==> config.mk <==
export PLATFORM = sky130hd
export DESIGN_NAME = hb_interp_fir
export DESIGN_NICKNAME = d
export VERILOG_FILES = /design/src/rtl/hb_interp_fir.sv
export SDC_FILE = /design/constraint.sdc
export NUM_CORES = 2
export LEC_CHECK = 0
export CAP_MARGIN = 20
export CELL_PAD_IN_SITES_DETAIL_PLACEMENT = 0
export CELL_PAD_IN_SITES_GLOBAL_PLACEMENT = 2
export CORE_MARGIN = 2
export CORE_UTILIZATION = 30
export CTS_CLUSTER_DIAMETER = 60
export CTS_CLUSTER_SIZE = 10
export DETAILED_ROUTE_END_ITERATION = 12
export GPL_ROUTABILITY_DRIVEN = 1
export PLACE_DENSITY_LB_ADDON = 0.05
export REMOVE_ABC_BUFFERS = 1
export SLEW_MARGIN = 0
export SYNTH_ARGS = -nofsm -noshare
export SYNTH_HDL_FRONTEND = slang
export SYNTH_SLANG_ARGS = --single-unit
==> constraint.sdc <==
create_clock -name clk -period 11.69 [get_ports clk]
set_input_delay 1.7535 -clock clk [delete_from_list [all_inputs] [get_ports clk]]
set_output_delay 1.7535 -clock clk [all_outputs]
set_load 0.01 [all_outputs]
==> src/rtl/hb_interp_fir.sv <==
// hb_interp_fir
//   11-tap half-band interpolation FIR for the Tx chain. It sits directly
//   after the L=2 zero-stuffing upsampler and runs at the fast rate. It removes
//   the zero-stuffing image and applies a gain of 2 to restore amplitude.
//
//   Datapath (free-running pipeline behind a valid-gated delay line):
//     taps -> S1 pre-add -> S2 multiply -> S3 sum -> S4 round/saturate -> dout
//   Latency: 4 clocks from the edge that loads din into tap[0] to the edge
//   that updates dout with the result that includes that sample.
//
// Ports:
//   clk         in   fast-rate clock
//   rst         in   synchronous, active-high reset
//   din_valid   in   din carries a sample this cycle (delay line shifts)
//   din         in   signed zero-stuffed input sample, WIDTH bits
//   dout        out  signed filtered output, OUT_W bits
//   dout_valid  out  dout holds a new result
module hb_interp_fir #(
  parameter int WIDTH  = 23,
  parameter int OUT_W  = 23,
  parameter int COEF_W = 18,
  parameter int H0     = 1232,
  parameter int H2     = -7301,
  parameter int H4     = 38837
) (
  input  logic                    clk,
  input  logic                    rst,
  input  logic                    din_valid,
  input  logic signed [WIDTH-1:0] din,
  output logic signed [OUT_W-1:0] dout,
  output logic                    dout_valid
);

  localparam int NTAP = 11;
  localparam int PW   = WIDTH + 1;
  localparam int MW   = WIDTH + 1 + COEF_W;
  localparam int SW   = WIDTH + COEF_W + 3;
  localparam int SH   = COEF_W - 2;

  localparam logic signed [COEF_W-1:0] C0 = COEF_W'(H0);
  localparam logic signed [COEF_W-1:0] C2 = COEF_W'(H2);
  localparam logic signed [COEF_W-1:0] C4 = COEF_W'(H4);

  localparam logic signed [SW-1:0] RND   = SW'(1) << (COEF_W - 3);
  localparam logic signed [SW-1:0] O_MAX = {{(SW-OUT_W+1){1'b0}}, {(OUT_W-1){1'b1}}};
  localparam logic signed [SW-1:0] O_MIN = {{(SW-OUT_W+1){1'b1}}, {(OUT_W-1){1'b0}}};

  logic signed [WIDTH-1:0] tap [0:NTAP-1];

  logic signed [PW-1:0]    p0, p2, p4;
  logic signed [WIDTH-1:0] c5;
  logic signed [MW-1:0]    m0, m2, m4, mc;
  logic signed [SW-1:0]    s;
  logic signed [SW-1:0]    r_full;
  logic [3:0]              vld_sr;

  // Delay line. Odd taps (other than the centre) have zero coefficients and
  // are only ever used as shift-register storage.
  always_ff @(posedge clk) begin
    if (rst) begin
      for (int k = 0; k < NTAP; k++) tap[k] <= '0;
    end else if (din_valid) begin
      tap[0] <= din;
      for (int k = 1; k < NTAP; k++) tap[k] <= tap[k-1];
    end
  end

  // S1..S3 run every cycle regardless of din_valid.
  always_ff @(posedge clk) begin
    if (rst) begin
      p0 <= '0;
      p2 <= '0;
      p4 <= '0;
      c5 <= '0;
      m0 <= '0;
      m2 <= '0;
      m4 <= '0;
      mc <= '0;
      s  <= '0;
    end else begin
      p0 <= PW'(tap[0]) + PW'(tap[10]);
      p2 <= PW'(tap[2]) + PW'(tap[8]);
      p4 <= PW'(tap[4]) + PW'(tap[6]);
      c5 <= tap[5];

      m0 <= MW'(p0) * MW'(C0);
      m2 <= MW'(p2) * MW'(C2);
      m4 <= MW'(p4) * MW'(C4);
      // Centre coefficient is exactly 0.5 in Q1.(COEF_W-1): a shift, not a multiply.
      mc <= MW'(c5) <<< SH;

      s  <= SW'(m0) + SW'(m2) + SW'(m4) + SW'(mc);
    end
  end

  // Round half up, then drop COEF_W-2 fraction bits; dropping one bit fewer
  // than the Q format carries is what yields the net gain of 2.
  always_comb begin
    r_full = (s + RND) >>> SH;
  end

  always_ff @(posedge clk) begin
    if (rst) begin
      dout <= '0;
    end else if (r_full > O_MAX) begin
      dout <= O_MAX[OUT_W-1:0];
    end else if (r_full < O_MIN) begin
      dout <= O_MIN[OUT_W-1:0];
    end else begin
      dout <= r_full[OUT_W-1:0];
    end
  end

  // Valid travels alongside its sample: tap load, S1, S2, S3, then output,
  // so dout_valid rises on the same edge as the matching dout.
  always_ff @(posedge clk) begin
    if (rst) begin
      vld_sr     <= '0;
      dout_valid <= 1'b0;
    end else begin
      vld_sr     <= {vld_sr[2:0], din_valid};
      dout_valid <= vld_sr[3];
    end
  end

endmodule

==> results by stage <==
Global routing:
- The total overflow left after global routing is 0.
- The number of global-route vias before repair is 27,880.
- The wire length of the first global-routing pass is between 150 and 200 mm.
- The number of antenna violations at the first check in global routing is 22.
- Entering global routing, the biggest net connects 190 pins.
- The overall track demand over capacity in global routing is between 10% and 20%.

Timing:
- Setup repair after global routing left no endpoint under its margin.
- After layout, the minimum clock period comes to between 6 and 7 ns.
- Based on the critical path, the design can be clocked at up to around 0.15 GHz.
- The final number of setup-violating endpoints is 0.
- After routing, the total negative slack on setup checks comes to 0 ns.
- For the pin with the worst max-slew slack, the measured transition is 1.135 ns.
- Between clock sinks in the finished design, the worst skew comes to 0.03151 ns.
- Measured against its own limit, the worst slew margin works out to about a quarter.
- The total count of max-transition violations in the final report is 0.
- The worst path uses roughly 57% of the clock period.
- The number of hold violations in the final report is 0.

Floorplan:
- The floorplan core area is roughly 140,000 µm².
- The starting density of the core is 30.32%.
- The die width is between 300 and 400 µm.
- The die outline area is around 140,000 µm².
- The vertical die dimension is 374.5 µm.
- The standard-cell row count is between 100 and 150.
- In this run the count of I/O pins placed on the die edge is 50.

Routing:
- The first detailed-routing pass ran for 4 iterations.
- Detailed routing inserted a total of 25,270 vias.
- After detailed routing, the number of vias per cell comes to between 4 and 5.
- The post-detailed-route count of antenna-violating nets is 0.
- In the routed design, unresolved DRC markers number 0.
- In the final routed layout, each cell accounts on average for between 15 and 20 µm.
- The wire length after detailed routing is about 110 mm.
- The detailed router finished its first iteration with slightly below 900 violations.

Final layout:
- The fraction of final layout cells sized beyond drive strength 1 is ~4.8%.
- The post-synthesis to final-layout area growth is 13.23%.
- The layout has between 10,000 and 15,000 filler cells.
- For this run, the post-layout net count is between 4,000 and 5,000.
- The share of the core filled with cells in the final layout is 34.33%.

Outcome:
- The run finished with clean final reports.

Critical path:
- The worst register-to-register path ends at m4[40]$_SDFF_PP0_.
- The element type at the critical path start is a flop.
- The kind of critical path is reg -> reg.
- The critical path data required time is 12.22 ns.
- The maximum fanout count along the critical path is 8.
- The category of the worst setup path capture point is a flop.
- Across all register-to-register paths, the minimum setup slack is between 5 and 6 ns.
- The worst endpoint data arrival time is between 7 and 8 ns.
- The reg-to-reg critical path startpoint is p4[10]$_SDFF_PP0_.
- For the worst flop-to-flop path, the logic depth is 21.

Logic synthesis:
- After synthesis, flip-flops and latches occupy between 30% and 40% of the total area.
- Counting instances in the post-synthesis netlist gives the leading cell types as inv_1 (637), ha_1 (517), fa_1 (455).
- Ranked by total cell area, the synthesized netlist is headed by fa_1 (22%), edfxtp_1 (18%), ha_1 (16%).
- Counting flops with an async set or reset pin after synthesis yields a share of 0%.
- Among all flip-flop cells after synthesis, the most frequent one is dfxtp_1.
- The most instantiated library cell after synthesis is inv_1.
- The share of synthesized area in the top cell type comes to ~22%.
- For this run, the number of Yosys warnings is 0.
- Summing every instance area after synthesis gives between 40,000 and 50,000 µm².
- The synthesized flop and latch total is 538.
- The dominant cell type by area after synthesis is fa_1.
- The per-instance average area after synthesis is between 10 and 15 µm².
- The number of enable flip-flop cells after synthesis is ~250.
- Synthesis handed over a netlist of between 3,000 and 4,000 instances.
- The netlist uses 76 different library cells.

Hold path:
- The terminating pin of the worst hold path is mc[37]$_SDFF_PP0_.
- The classification of the worst-slack hold path is reg -> reg.
- The worst hold path begins at c5[21]$_SDFF_PP0_.
- The worst hold path stage count is 1.

Clocking:
- Counting along the longest clock path gives a buffer depth of 3.
- The number of sinks driven by the clock tree is about 540.
- The latest clock arrival within the worst-skew pair is 0.69 ns.
- The total of hold buffers inserted after clock tree synthesis is 0.
- The clock edge transition at the registers on the reported setup and hold paths is ~0.06 ns.
- In this run the clock root is driven by a clkbuf_16.
- The count of buffers added by post-CTS timing repair for setup is 0.
- TritonCTS built the clock tree.
- In this run, CTS created clock tree buffers numbering 84.
- The H-tree was split into 3 levels.
- The number of instances resized during post-cts repair is 0.

Placement:
- The HPWL reported at the end of detailed placement is roughly 90 mm.
- The number of buffers added on ports is 49.
- The final estimated routing congestion in global placement is about 0.81.

Job:
- Across the run, the number of max-cap violations was 0.
-- worst max-delay path by stage --
| stage | from | end | cells past startpoint |
|---|---|---|---|
| floorplan | rst | vld_sr[0]$_SDFF_PP0_ | 1 |
| global placement | p4[13]$_SDFF_PP0_ | m4[40]$_SDFF_PP0_ | 19 |
| detailed placement | p4[14]$_SDFF_PP0_ | m4[40]$_SDFF_PP0_ | 19 |
| CTS | p4[14]$_SDFF_PP0_ | m4[40]$_SDFF_PP0_ | 19 |
| global route | p4[14]$_SDFF_PP0_ | m4[40]$_SDFF_PP0_ | 19 |
| finish | p4[10]$_SDFF_PP0_ | m4[40]$_SDFF_PP0_ | 21 |
-- critical path, cell delays in order (launching register included) --
cell	delay (ns)
dfxtp_1	0.66
ha_1	0.34
inv_1	0.13
fa_1	0.42
inv_1	0.09
fa_1	0.44
fa_1	0.50
fa_1	0.56
inv_1	0.06
fa_1	0.54
inv_1	0.04
ha_1	0.36
a21o_1	0.19
a21o_1	0.17
a21oi_1	0.16
o311ai_0	0.24
o21ai_0	0.47
a31oi_1	0.29
a31o_2	0.33
a311oi_1	0.33
xnor2_1	0.17
nor2_1	0.05
-- sequential cells by signal (all words and copies together) (netlist names) --
| signal | cells |
|---|---|
| tap | 253 |
| m4 | 41 |
| m2 | 38 |
| m0 | 32 |
| s | 28 |
| p0 | 24 |
| p2 | 24 |
| p4 | 24 |
| c5 | 23 |
| dout | 23 |
| mc | 23 |
| vld_sr | 4 |
| dout_valid | 1 |
-- metal layers --
metal | GRT usage (%) | part of all wire, %
met1 | 24.03 | 51
met2 | 25.84 | 44
met3 | 2.004 | 2.5
met4 | 3.698 | 1.6
met5 | 0 | 0
-- area by class of cell --
cell class                 count  area [µm²]  area share [%]
inverter                     637        2391           5.128
clock inverter                41       474.2           1.017
antenna                        2       5.005         0.01073
multi-input combinational   2541       25220           54.08
tap                         1781        2228           4.779
timing repair buffer          65       653.1           1.401
sequential                   538       13300           28.53
clock buffer                 116        2355           5.050
-- cell families (layout without fill, tap and decap cells) --
group                    count (synthesis)  count (layout)  share of synthesized area (%)
XOR/XNOR                               178             178                          3.786
AND/OR/NAND/NOR                        848             848                          10.86
other                                    0               2                              0
multiplexers                             7               7                         0.1853
flip-flops                             538             538                          32.31
buffers and inverters                  711             859                          6.481
AO/OA/AOI/OAI                          536             536                          8.550
adder cells (fa/ha/maj)                972             972                          37.83
-- placed cells by master, fill, tap and decap left out, types with 10 or more instances in the layout --
cell type          n
inv_1            637
ha_1             517
fa_1             455
dfxtp_1          285
edfxtp_1         253
and2_1           238
nor2_1           235
a21oi_1          150
nor2b_1          108
a21o_1           105
xnor2_1          100
o21ai_0           97
clkbuf_16         86
xor2_1            78
nand2_1           77
clkdlybuf4s50_1   48
nand3_1           42
nor3_1            39
o21a_1            30
o21bai_1          25
nand2b_1          24
clkbuf_1          21
nand4_1           20
and3_1            20
a211oi_1          17
a31oi_1           16
buf_4             13
or2_2             11
o31ai_1           11
inv_6             10
-- per-stage QoR --
step	area, µm²	hold WS (ns)	cells	worst slack (ns)
global route	46620	0.4482	5719	4.544
global placement	43790	0.4176	5562	4.911
detailed placement	43790	0.4204	5562	4.861
CTS	46620	0.4341	5719	4.821
finish	46630	0.4317	5721	5.018
floorplan	40900	0.4138	3716	5.113
Power is left out: the tool's default activity adds up to more than one toggle a clock period on the data nets, which glitch-free logic cannot reach.
